==> src/rtl/bsg_dmc_ui_line_adapter.sv <==
// bsg_dmc_ui_line_adapter
// Turns whole-line read/write requests (ready/valid) into the DMC pearl app_*
// command + write-data-FIFO protocol, and assembles read beats into one line
// returned on a valid/yumi interface. One request in flight, no reordering.
// Optional saturating perf counters: define BSG_DMC_UI_LINE_ADAPTER_PERF_EN.
//
// state | meaning
// IDLE  | ready for a new line request
// WRITE | write command and write beats issued concurrently
// RCMD  | read command held until app_rdy_i
// RDATA | collecting read beats into the line buffer
// RESP  | assembled line held until resp_yumi_i
module bsg_dmc_ui_line_adapter #(
   parameter int ui_addr_width_p = 28,
   parameter int ui_data_width_p = 32,
   parameter int ui_burst_len_p  = 8,
   localparam int line_width_lp      = ui_burst_len_p * ui_data_width_p,
   localparam int line_mask_width_lp = line_width_lp >> 3
) (
   input  logic                             clk_i,
   input  logic                             reset_n_i,
   input  logic                             req_v_i,
   output logic                             req_ready_and_o,
   input  logic                             req_we_i,
   input  logic [ui_addr_width_p-1:0]       req_addr_i,
   input  logic [line_width_lp-1:0]         req_data_i,
   input  logic [line_mask_width_lp-1:0]    req_wmask_i,
   output logic                             resp_v_o,
   output logic [line_width_lp-1:0]         resp_data_o,
   input  logic                             resp_yumi_i,
   output logic [ui_addr_width_p-1:0]       app_addr_o,
   output logic [2:0]                       app_cmd_o,
   output logic                             app_en_o,
   input  logic                             app_rdy_i,
   output logic                             app_wdf_wren_o,
   output logic [ui_data_width_p-1:0]       app_wdf_data_o,
   output logic [(ui_data_width_p>>3)-1:0]  app_wdf_mask_o,
   output logic                             app_wdf_end_o,
   input  logic                             app_wdf_rdy_i,
   input  logic                             app_rd_data_valid_i,
   input  logic [ui_data_width_p-1:0]       app_rd_data_i,
   input  logic                             app_rd_data_end_i,
   output logic                             err_o
`ifdef BSG_DMC_UI_LINE_ADAPTER_PERF_EN
   ,
   output logic [31:0]                      rd_count_o,
   output logic [31:0]                      wr_count_o,
   output logic [31:0]                      stall_count_o
`endif
);

   localparam int lg_line_bytes_lp   = $clog2(line_mask_width_lp);
   localparam int lg_burst_lp        = $clog2(ui_burst_len_p);
   localparam int beat_mask_width_lp = ui_data_width_p >> 3;
   localparam logic [lg_burst_lp-1:0] last_beat_lp = lg_burst_lp'(ui_burst_len_p - 1);
   localparam logic [ui_addr_width_p-1:0] offset_mask_lp =
      ui_addr_width_p'((64'd1 << lg_line_bytes_lp) - 64'd1);

   // MIG-style app command encodings
   localparam logic [2:0] cmd_write_lp = 3'b000;
   localparam logic [2:0] cmd_read_lp  = 3'b001;

   localparam logic [2:0] IDLE  = 3'd0;
   localparam logic [2:0] WRITE = 3'd1;
   localparam logic [2:0] RCMD  = 3'd2;
   localparam logic [2:0] RDATA = 3'd3;
   localparam logic [2:0] RESP  = 3'd4;

   logic [2:0]                                         state_q, state_d;
   logic [ui_addr_width_p-1:0]                         addr_q;
   logic [ui_burst_len_p-1:0][ui_data_width_p-1:0]     wdata_q;
   logic [ui_burst_len_p-1:0][ui_data_width_p-1:0]     rdata_q;
   logic [ui_burst_len_p-1:0][beat_mask_width_lp-1:0]  wmask_q;
   logic [lg_burst_lp-1:0]                             wcnt_q, rcnt_q;
   logic                                               cmd_done_q, wdone_q;
   logic                                               err_q, err_d;

   logic req_fire, cmd_fire, wdf_fire, rd_fire;
   logic last_wbeat, last_rbeat, write_done;

   // ready is held low while reset is asserted even though state already reads IDLE
   assign req_ready_and_o = (state_q == IDLE) & reset_n_i;
   assign req_fire        = req_v_i & req_ready_and_o;

   assign app_addr_o     = addr_q & ~offset_mask_lp;
   assign app_cmd_o      = (state_q == RCMD) ? cmd_read_lp : cmd_write_lp;
   assign app_en_o       = ((state_q == WRITE) & ~cmd_done_q) | (state_q == RCMD);
   assign cmd_fire       = app_en_o & app_rdy_i;

   assign app_wdf_wren_o = (state_q == WRITE) & ~wdone_q;
   assign wdf_fire       = app_wdf_wren_o & app_wdf_rdy_i;
   assign last_wbeat     = (wcnt_q == last_beat_lp);
   assign app_wdf_end_o  = app_wdf_wren_o & last_wbeat;
   assign app_wdf_data_o = app_wdf_wren_o ? wdata_q[wcnt_q] : '0;
   assign app_wdf_mask_o = app_wdf_wren_o ? ~wmask_q[wcnt_q] : '0;

   assign rd_fire        = app_rd_data_valid_i & (state_q == RDATA);
   assign last_rbeat     = (rcnt_q == last_beat_lp);

   assign resp_v_o       = (state_q == RESP);
   assign resp_data_o    = rdata_q;
   assign err_o          = err_q;

   // both write sides finished, counting completions landing this cycle
   assign write_done = (state_q == WRITE)
                     & (cmd_done_q | cmd_fire)
                     & (wdone_q | (wdf_fire & last_wbeat));

   // sticky protocol error: misplaced/missing rd_data_end, or stray read data
   assign err_d = err_q
                | (rd_fire & app_rd_data_end_i & ~last_rbeat)
                | (rd_fire & ~app_rd_data_end_i & last_rbeat)
                | (app_rd_data_valid_i & (state_q != RDATA));

   // next-state logic
   always_comb begin
      state_d = state_q;
      case (state_q)
         IDLE:    if (req_fire)    state_d = req_we_i ? WRITE : RCMD;
         WRITE:   if (write_done)  state_d = IDLE;
         RCMD:    if (cmd_fire)    state_d = RDATA;
         RDATA:   if (rd_fire && last_rbeat) state_d = RESP;
         RESP:    if (resp_yumi_i) state_d = IDLE;
         default:                  state_d = IDLE;
      endcase
   end

   // state and error flag
   always_ff @(posedge clk_i or negedge reset_n_i) begin
      if (!reset_n_i) begin
         state_q <= IDLE;
         err_q   <= 1'b0;
      end else begin
         state_q <= state_d;
         err_q   <= err_d;
      end
   end

   // request capture, beat counters and read line assembly
   always_ff @(posedge clk_i or negedge reset_n_i) begin
      if (!reset_n_i) begin
         addr_q     <= '0;
         wdata_q    <= '0;
         wmask_q    <= '0;
         rdata_q    <= '0;
         wcnt_q     <= '0;
         rcnt_q     <= '0;
         cmd_done_q <= 1'b0;
         wdone_q    <= 1'b0;
      end else if (req_fire) begin
         addr_q     <= req_addr_i;
         wdata_q    <= req_data_i;
         wmask_q    <= req_wmask_i;
         wcnt_q     <= '0;
         rcnt_q     <= '0;
         cmd_done_q <= 1'b0;
         wdone_q    <= 1'b0;
      end else begin
         if ((state_q == WRITE) && cmd_fire) cmd_done_q <= 1'b1;
         if (wdf_fire) begin
            if (last_wbeat) wdone_q <= 1'b1;
            else            wcnt_q  <= wcnt_q + lg_burst_lp'(1);
         end
         if (rd_fire) begin
            rdata_q[rcnt_q] <= app_rd_data_i;
            if (!last_rbeat) rcnt_q <= rcnt_q + lg_burst_lp'(1);
         end
      end
   end

`ifdef BSG_DMC_UI_LINE_ADAPTER_PERF_EN
   logic [31:0] rd_count_q, wr_count_q, stall_count_q;
   logic [32:0] stall_sum;

   // a write can stall on both command and data side in one cycle, so add up to 2
   assign stall_sum = {1'b0, stall_count_q}
                    + {32'b0, app_en_o & ~app_rdy_i}
                    + {32'b0, app_wdf_wren_o & ~app_wdf_rdy_i};

   // saturating performance counters
   always_ff @(posedge clk_i or negedge reset_n_i) begin
      if (!reset_n_i) begin
         rd_count_q    <= '0;
         wr_count_q    <= '0;
         stall_count_q <= '0;
      end else begin
         if (resp_v_o && resp_yumi_i && (rd_count_q != '1)) rd_count_q <= rd_count_q + 32'd1;
         if (write_done && (wr_count_q != '1))               wr_count_q <= wr_count_q + 32'd1;
         stall_count_q <= stall_sum[32] ? '1 : stall_sum[31:0];
      end
   end

   assign rd_count_o    = rd_count_q;
   assign wr_count_o    = wr_count_q;
   assign stall_count_o = stall_count_q;
`endif

endmodule

==> config.mk <==
export PLATFORM = sky130hd
export DESIGN_NAME = bsg_dmc_ui_line_adapter
export DESIGN_NICKNAME = d
export VERILOG_FILES = /design/src/rtl/bsg_dmc_ui_line_adapter.sv
export SDC_FILE = /design/constraint.sdc
export NUM_CORES = 1
export LEC_CHECK = 0
export ABC_AREA = 0
export CORE_AREA = 2 2 268 270
export CTS_BUF_LIST = sky130_fd_sc_hd__clkbuf_2
export DETAILED_ROUTE_END_ITERATION = 8
export DIE_AREA = 0 0 270 272
export GPL_TIMING_DRIVEN = 1
export PLACE_DENSITY_LB_ADDON = 0.25
export SLEW_MARGIN = 30
export SYNTH_ARGS = -nofsm -noshare
export SYNTH_HDL_FRONTEND = slang
export SYNTH_SLANG_ARGS = --single-unit
==> constraint.sdc <==
create_clock -name clk_i -period 3.3 [get_ports clk_i]
set_input_delay 0.66 -clock clk_i [delete_from_list [all_inputs] [get_ports clk_i]]
set_output_delay 0.66 -clock clk_i [all_outputs]
set_load 0.05 [all_outputs]
==> results by stage <==
Min path:
- The path with the worst hold slack has its endpoint at resp_data_o[235].
- The hold path startpoint is app_rd_data_i[11].
- The type of the most critical hold path is in2reg.
- The number of cells traversed by the worst hold path is 2.

Power and ir drop:
- The switching part of the total is 0.399.
- Of the total power, registers draw 0.400.
- The analysis attributes to net switching a power of 10300 uW.
- The leakage component of the power is 0.0193 uW.
- Of the total power, the clock network draws 0.202.
- The relative contribution of combinational cells to total power is 0.398.
- The worst voltage drop across the vdd grid is 370 uV.
- The cell area power density is 689 nW/um2.
- The cell-internal power is 15500 uW.

Clock network:
- Clock-pin slew was measured on the worst setup and hold paths at 0.13 ns.
- Counting every sink on the clock net gives 579.
- The later pin in the worst-skew pair is clocked with a latency of 1.35 ns.
- The number of clock buffers added by TritonCTS is 157.
- CTS built an H-tree with a depth of 4.
- TritonCTS built the clock tree.
- The maximum clock path buffer count is 3.
- The root buffer selected by CTS is clkbuf_2.

Global route:
- The first-pass GRT wire length is 135 mm.
- Across every metal layer, demand over resource in global routing totals 0.241.
- The maximum number of pins on one net before global-route repair is 153.
- Global routing finished with a remaining overflow of 0.
- The number of antenna violations at the first check in global routing is 15.
- The number of global-route vias before repair was 22900.

Detailed routing:
- In the routed design, unresolved DRC markers number 0.
- The average vias per placed instance is 4.79.
- The wire length on met3 is 7.52 mm.
- The detailed router put a total of 35.9 mm of wire on met1.
- The wire length reported by the detailed router is 89.0 mm.
- The total length of routed met2 wires is 42.4 mm.
- The uppermost signal routing layer after detailed routing is met5.
- For this run, the detailed router's first-pass iteration total came to 6.
- The count of nets left with antenna violations once routing finished came out at 0.
- Dividing the detail-routed wire length by the instance count gives 20.6 um.
- Across all layers, the routed design uses 20600 vias.
- The DRC violation total after the first TritonRoute iteration is 1417.

Placement:
- The post-detailed-placement half-perimeter wirelength is 56.9 mm.
- Port buffering added 673 buffers.
- In this run, placement finished with an instance count of 3655.
- At the end of routability-driven placement, the weighted congestion stood at 0.853.
- The total placed instance area is 32100 um2.
- The worst slack at placement is 0.478 ns.

Logic synthesis:
- After synthesis, the share of flip-flops with an asynchronous set or reset is 1.00.
- Counting distinct cell types in the post-synthesis netlist gives 40.
- For this run, the leading register cell type out of synthesis is dfrtp_1.
- The synthesized design contains 0 enable-type register cells.
- The share of synthesized area in the top cell type comes to 0.601.
- Synthesis produced 2109 cells.
- In this run the mean area of a mapped cell was 11.4 um2.
- Of the synthesized area, sequential elements account for 0.601.
- For this run, the number of Yosys warnings is 0.
- Yosys attributes the largest share of cell area to dfrtp_1, nand2_1, mux2_2.
- The cell type contributing the most total cell area after synthesis is dfrtp_1.
- The flip-flop and latch count after synthesis is 579.
- The mapped netlist covers 24100 um2.

STA:
- The total count of max-transition violations in the final report is 0.
- The number of endpoints failing setup at the final stage is 38.
- In this run the tightest slew margin relative to its limit is 0.446.
- The post-layout minimum cycle time is 3.78 ns.
- Across the routed clock network, the largest skew measured is 0.180 ns.
- Dividing the final minimum period by the clock period gives 1.15.
- Setup repair after global routing could not meet its margin everywhere.
- Once routing completed, OpenROAD measured the worst setup slack at -0.483 ns.
- At the pin with the least slew margin, the transition time is 0.828 ns.
- The minimum hold slack is 0.232 ns.
- Timing would allow up to 0.264 GHz.
- The final hold violation count came to 0.

Critical path:
- Data on the critical path is required at its endpoint by 2.64 ns.
- The startpoint type of the worst setup path is a flop.
- The standard cell with the maximum stage delay on the critical path is dfrtp_4.
- The endpoint identified for the worst register-to-register timing path is wdata_q[11].
- The worst register-to-register path begins at state_q[1].
- The combined buffer and inverter count along the critical path is 3.
- Walking the worst path, the cells encountered are buf_12 -> buf_6 -> mux4_2 -> mux2i_2 -> nor2_1 -> buf_6.
- The worst reg-to-reg setup slack is 0.97 ns.
- The element type at the critical path end is an output port.
- The type of the worst setup path is reg2out.
- The dominant delay contributor by cell family on the critical path is multiplexers.
- Data on the critical path arrives at its endpoint at 3.12 ns.
- The largest stage delay on the critical path is 0.51 ns.
- The depth of the worst register-to-register path is 8.
- The dominant cell type by count on the critical path is buf_6.
- The maximum fanout along the worst path is 8.

Cells and area:
- For this run, the share of the core covered by cells in the final layout is 0.529.
- In the final layout, the share of cells above drive strength 1 is 0.215.
- The finished layout holds 4314 standard cells, fillers aside.
- The final net count is 3603.
- Relative to the synthesized area, the layout overhead comes to 55.2%.
- The cell area after layout is 37400 um2.

Status:
- The checks that failed: negative setup slack.
- The flow ran to the end, but the final reports show violations.

Flow run:
- Across the run, the number of max-cap violations was 0.

Floorplanning:
- The placeable core region is 70800 um2.
- The total number of placement rows is 98.
- The number of top-level pins is 686.
- The die span in x is 270 um.
- The die is 272 um tall.
- The area enclosed by the die boundary is 73400 um2.
- For this configuration, the core starts out at a cell density of 0.341.
[cell usage after synthesis, types with 2 or more instances]
cell type and count:
mux2_2 249, nor2b_1 4, buf_2 50, ha_1 4, nor3b_2 2, a21oi_1 6
nand2_1 940, a211oi_1 4, buf_1 4, mux2i_1 32, a22o_1 2, o2bb2ai_1 2
nor3b_1 2, dfrtp_1 579, nand3b_1 4, mux2_1 8, a211o_1 2, mux4_2 72
o21ai_0 3, nor2_1 43, buf_4 28, inv_1 6, clkbuf_1 46
[state kept, by name, indices dropped and copies added, names as in the netlist]
register     flops
wmask_q         32
err_o            1
wcnt_q           3
rcnt_q           3
resp_data_o    256
wdata_q        256
cmd_done_q       1
wdone_q          1
addr_q          23
state_q          3
[final cells by class]
type                    instances  area [um2]
fillers                      6187       33300
flip-flops and latches        579       14500
repair buffers               1095       11100
multi-input cells            1402        9160
well taps                     950        1190
clock buffers                 208        1040
clock inverters                64         373
inverters                       7        28.8
diodes                          9        22.5
[stage by stage]
step,setup TNS [ns],power (uW)
floorplan,0,16200
global placement,0,19400
detailed placement,0,19700
CTS,-26.58,25800
global route,-25.37,27400
finish,-15.66,25800
[kinds of logic after synthesis]
| logic type | count (synthesis) | synth area share |
|---|---|---|
| AND/OR/NAND/NOR | 1004 | 0.161 |
| buffers and inverters | 136 | 0.0284 |
| AO/OA/AOI/OAI | 22 | 0.00623 |
| flip-flops | 579 | 0.601 |
| other | 1 | 0.000155 |
| multiplexers | 361 | 0.200 |
| XOR/XNOR | 2 | 0.000726 |
| adder cells (fa/ha/maj) | 4 | 0.00207 |
[cells in the final DEF (no fill, tap or decap), drive strengths merged, types with 2 or more instances in the layout]
cell type and instances:
clkdlybuf4s50 374, nand3b 4, mux2i 32, nor2b 4
nor2 43, ha 4, buf 125, nand2 940
a22o 2, a211oi 4, o2bb2ai 2, dlygate4sd2 255
dlygate4sd3 338, a21oi 6, mux2 257, diode 9
dfrtp 579, clkinv 51, clkinvlp 3, clkbuf 210
mux4 72, nand2b 2, nor3b 4, o21ai 3
inv 15, bufinv 2, a211o 2, or4b 3
conb 7
[worst reg2reg max path, delay by kind of cell (launching register included)]
kind,cells,cell delay (ns)
DFF,1,0.45
buffers and inverters,4,0.85
and+or+nand+nor,4,0.80
[timing repair]
item                                    4_1_cts  5_1_grt
endpoints found under the setup margin      297       41
resized for setup                           332       34
cloned                                        3        2
buffers inserted                             26        9
hold buffers                                338        0
pin swaps                                     7        5
endpoints found under the hold margin      1005        0
[power groups by stage]
stage / Sequential, uW / Combinational, uW / Clock, uW
2_1_floorplan: 11400 / 4810 / 0
3_3_place_gp: 10300 / 9090 / 0
3_5_place_dp: 10500 / 9250 / 0
4_1_cts: 10300 / 10000 / 5440
5_1_grt: 10500 / 11000 / 5790
6_report: 10300 / 10300 / 5200
[metal layers]
| metal | vias up | GRT usage |
|---|---|---|
| li1 | 9248 | - |
| met1 | 10300 | 0.289 |
| met2 | 887 | 0.394 |
| met3 | 224 | 0.0875 |
| met4 | 10 | 0.0974 |
| met5 | - | 0 |
[how the worst max path moves through the flow]
stage,from,to,depth (start not counted)
floorplan,wcnt_q[0],app_wdf_mask_o[0],4
global placement,wcnt_q[0],app_wdf_data_o[1],6
detailed placement,wcnt_q[0],app_wdf_data_o[1],6
CTS,wcnt_q[0],app_wdf_data_o[23],6
global route,wcnt_q[0],app_wdf_data_o[12],6
finish,wcnt_q[0],app_wdf_data_o[12],6
Power figures use the tool's default switching activity.
==> RTL edit, RTL diff (config.mk and constraints unchanged) <==
Add a define of `BSG_DMC_UI_LINE_ADAPTER_PERF_EN`.
--- a/src/rtl/bsg_dmc_ui_line_adapter.sv
+++ b/src/rtl/bsg_dmc_ui_line_adapter.sv
@@ -10,6 +10,8 @@
 // RCMD  | read command held until app_rdy_i
 // RDATA | collecting read beats into the line buffer
 // RESP  | assembled line held until resp_yumi_i
+`define BSG_DMC_UI_LINE_ADAPTER_PERF_EN
+
 module bsg_dmc_ui_line_adapter #(
    parameter int ui_addr_width_p = 28,
    parameter int ui_data_width_p = 32,
Function (old outputs only; new: rd_count_o, stall_count_o and wr_count_o): no difference found for any inputs over 4 cycles, from zero or initial values and one cycle with reset_n_i low; that may be too few to reach the edited logic, so the function may still have changed.
==> RTL edit against the original RTL <==
  * The run still ends with setup timing left
  * Power rose by 46%
  * Synthesized cell count rose by 21%
  * Routed wire length rose by 16%
  * Worst setup slack got worse by 0.084 ns
  * Sequential cell count rose by 96
  * Fmax fell by 2.2%
  * Combinational power rose by 78%
  * Final area rose by 15%
  * Clock skew fell by 0.040 ns
  * Critical path depth fell by 1
  * Synthesized area rose by 19%
  * Die area did not move
  * Register-to-register slack got worse by 0.74 ns
==> RTL edit: results (changes against the original RTL) <==
Run status
The run finished, with violations left. The final reports fail on setup timing.

Detailed routing
The sum of met2 wire segment lengths after detailed routing is 52.2 mm (+23%). Routed signal wires occupy layers up through met5. The total number of vias is 25.3k (+22%). The final wirelength was 103 mm (+16%). The routed length on met3 came to 7.80 mm (+3.7%). The wire length the detailed router placed on met1 is 38.7 mm (+7.6%). The number of DRC markers after the initial detailed-route iteration is 1766 (+25%).

Logic synthesis
The average instance area after synthesis is 11.2 um2 (-1.7%). By area the synthesized netlist is led by dfrtp_1 59%, nand2_1 13%, mux2_2 10%. The number of library cell types mapped by synthesis was 61 (+53%). The sequential-to-total area share from yosys stat is 58.8% (-1.3 points).

Worst hold path
The path with the worst hold slack has its endpoint at resp_data_o[135]$_DFFE_PN0P_. The startpoint identified for the worst hold timing path is app_rd_data_i[7].

Global routing
The fraction of met1 tracks used by global routing is 31.8% (+2.9 points). The number of antenna violations at the first check in global routing is 20 (+5). The wire length of the first global-routing pass is 157 mm (+16%). The number of global-route vias before repair is 26.8k (+17%). The fraction of met2 tracks used by global routing is 47.1% (+7.7 points).

The largest net degree at the start of global routing is 181 (+18%). The overall global routing resource usage is 27.6% (+3.5 points). The global routing met3 resource utilization is 8.20% (-0.56 points).

STA
The smallest hold slack is 0.198 ns (-0.0340 ns). The sum of negative setup slack came to -18.07 ns (-2.41 ns). The setup skew after layout is 0.139 ns (-0.0403 ns).

The final setup violation count is 38 (unchanged). The final worst-path setup slack came to -0.567 ns (-0.0843 ns).

Placement
The routability congestion estimate from global placement is 0.912 (+7.0%). The count of input and output buffers is 769 (+14%). The setup slack at placement is 0.181 ns (-0.297 ns).

The placement-stage cell area came to 37700 um2 (+17%). The detailed placer's ending HPWL is 66.6 mm (+17%).

Power and ir drop
The static leakage power is 0.0215 uW (+11%). The largest vdd supply drop is 0.770 mV (+110%).

Finish
The fill cell total of the finished layout is 5684 (-8.1%). The number of cells in the finished layout apart from fillers came to 4891 (+13%). The number of nets at the end of the flow is 4155 (+15%). The total area of sequential cells was 16900 um2 (+17%).

The fraction of layout instances using a drive strength above 1 is 20.0% (-1.4 points).

Critical path
The depth of the worst register-to-register path is 12 (+4). The critical path data arrival time was 3.21 ns (+0.09 ns). The worst reg-to-reg setup slack is 0.23 ns (-0.74 ns). The capture instance of the worst register-to-register path is stall_count_o[5]$_DFF_PN0_.

CTS
The total clock buffers created by CTS is 178 (+13%). The insertion delay to the later sink of the worst-skew pair came to 1.41 ns (+0.06 ns).
RTL edit: cell type report:
type	count	area share, %
Antenna cell	29	0.169
Clock buffer	248	2.88
Clock inverter	54	0.642
Inverter	6	0.0697
Multi-Input combinational cell	1741	26.5
Sequential cell	675	39.2
Tap cell	950	2.76
Timing Repair Buffer	1188	27.7
RTL edit: repair_timing:
item | 4_1_cts | 5_1_grt
gates resized for setup | 481 | 12
hold buffers | 338 | 0
cloned | 8 | 2
setup buffers | 23 | 4
endpoints found under the setup margin | 418 | 40
pin swaps | 9 | 8
endpoints found under the hold margin | 615 | 0
RTL edit: power by group:
group          switching [uW]  internal, uW  leakage, uW  total, uW
Combinational           11500          6780       0.0117      18300
Sequential               1950         11600      0.00858      13600
Clock                    3640          2070      0.00116       5710
RTL edit: kinds of logic (layout without fill, tap and decap cells):
kind of cell / Yosys count / in the layout / synth area share, %
flip-flops: 675 / 675 / 58.8
other: 1 / 36 / 0.0131
XOR/XNOR: 77 / 77 / 2.35
multiplexers: 372 / 372 / 17.3
AND/OR/NAND/NOR: 1235 / 1235 / 17.9
buffers and inverters: 146 / 1496 / 2.29
AO/OA/AOI/OAI: 42 / 42 / 1.05
adder cells (fa/ha/maj): 8 / 8 / 0.374
RTL edit: worst max path at each step:
stage                                       end  slack, ns  cells after the start
detailed placement   stall_count_o[6]$_DFF_PN0_       0.18                     10
finish                        app_wdf_mask_o[0]      -0.57                      5
floorplan           stall_count_o[28]$_DFF_PN0_       0.04                     11
CTS                          app_wdf_data_o[28]      -0.73                      6
global placement     stall_count_o[6]$_DFF_PN0_       0.18                     10
global route                 app_wdf_data_o[25]      -0.78                      6
RTL edit: critical path, cell delays in order, from the launching register on:
cell	delay (ns)
dfrtp_4	0.56
buf_16	0.18
mux4_2	0.55
nor2b_1	0.17
a211oi_2	0.25
buf_12	0.18
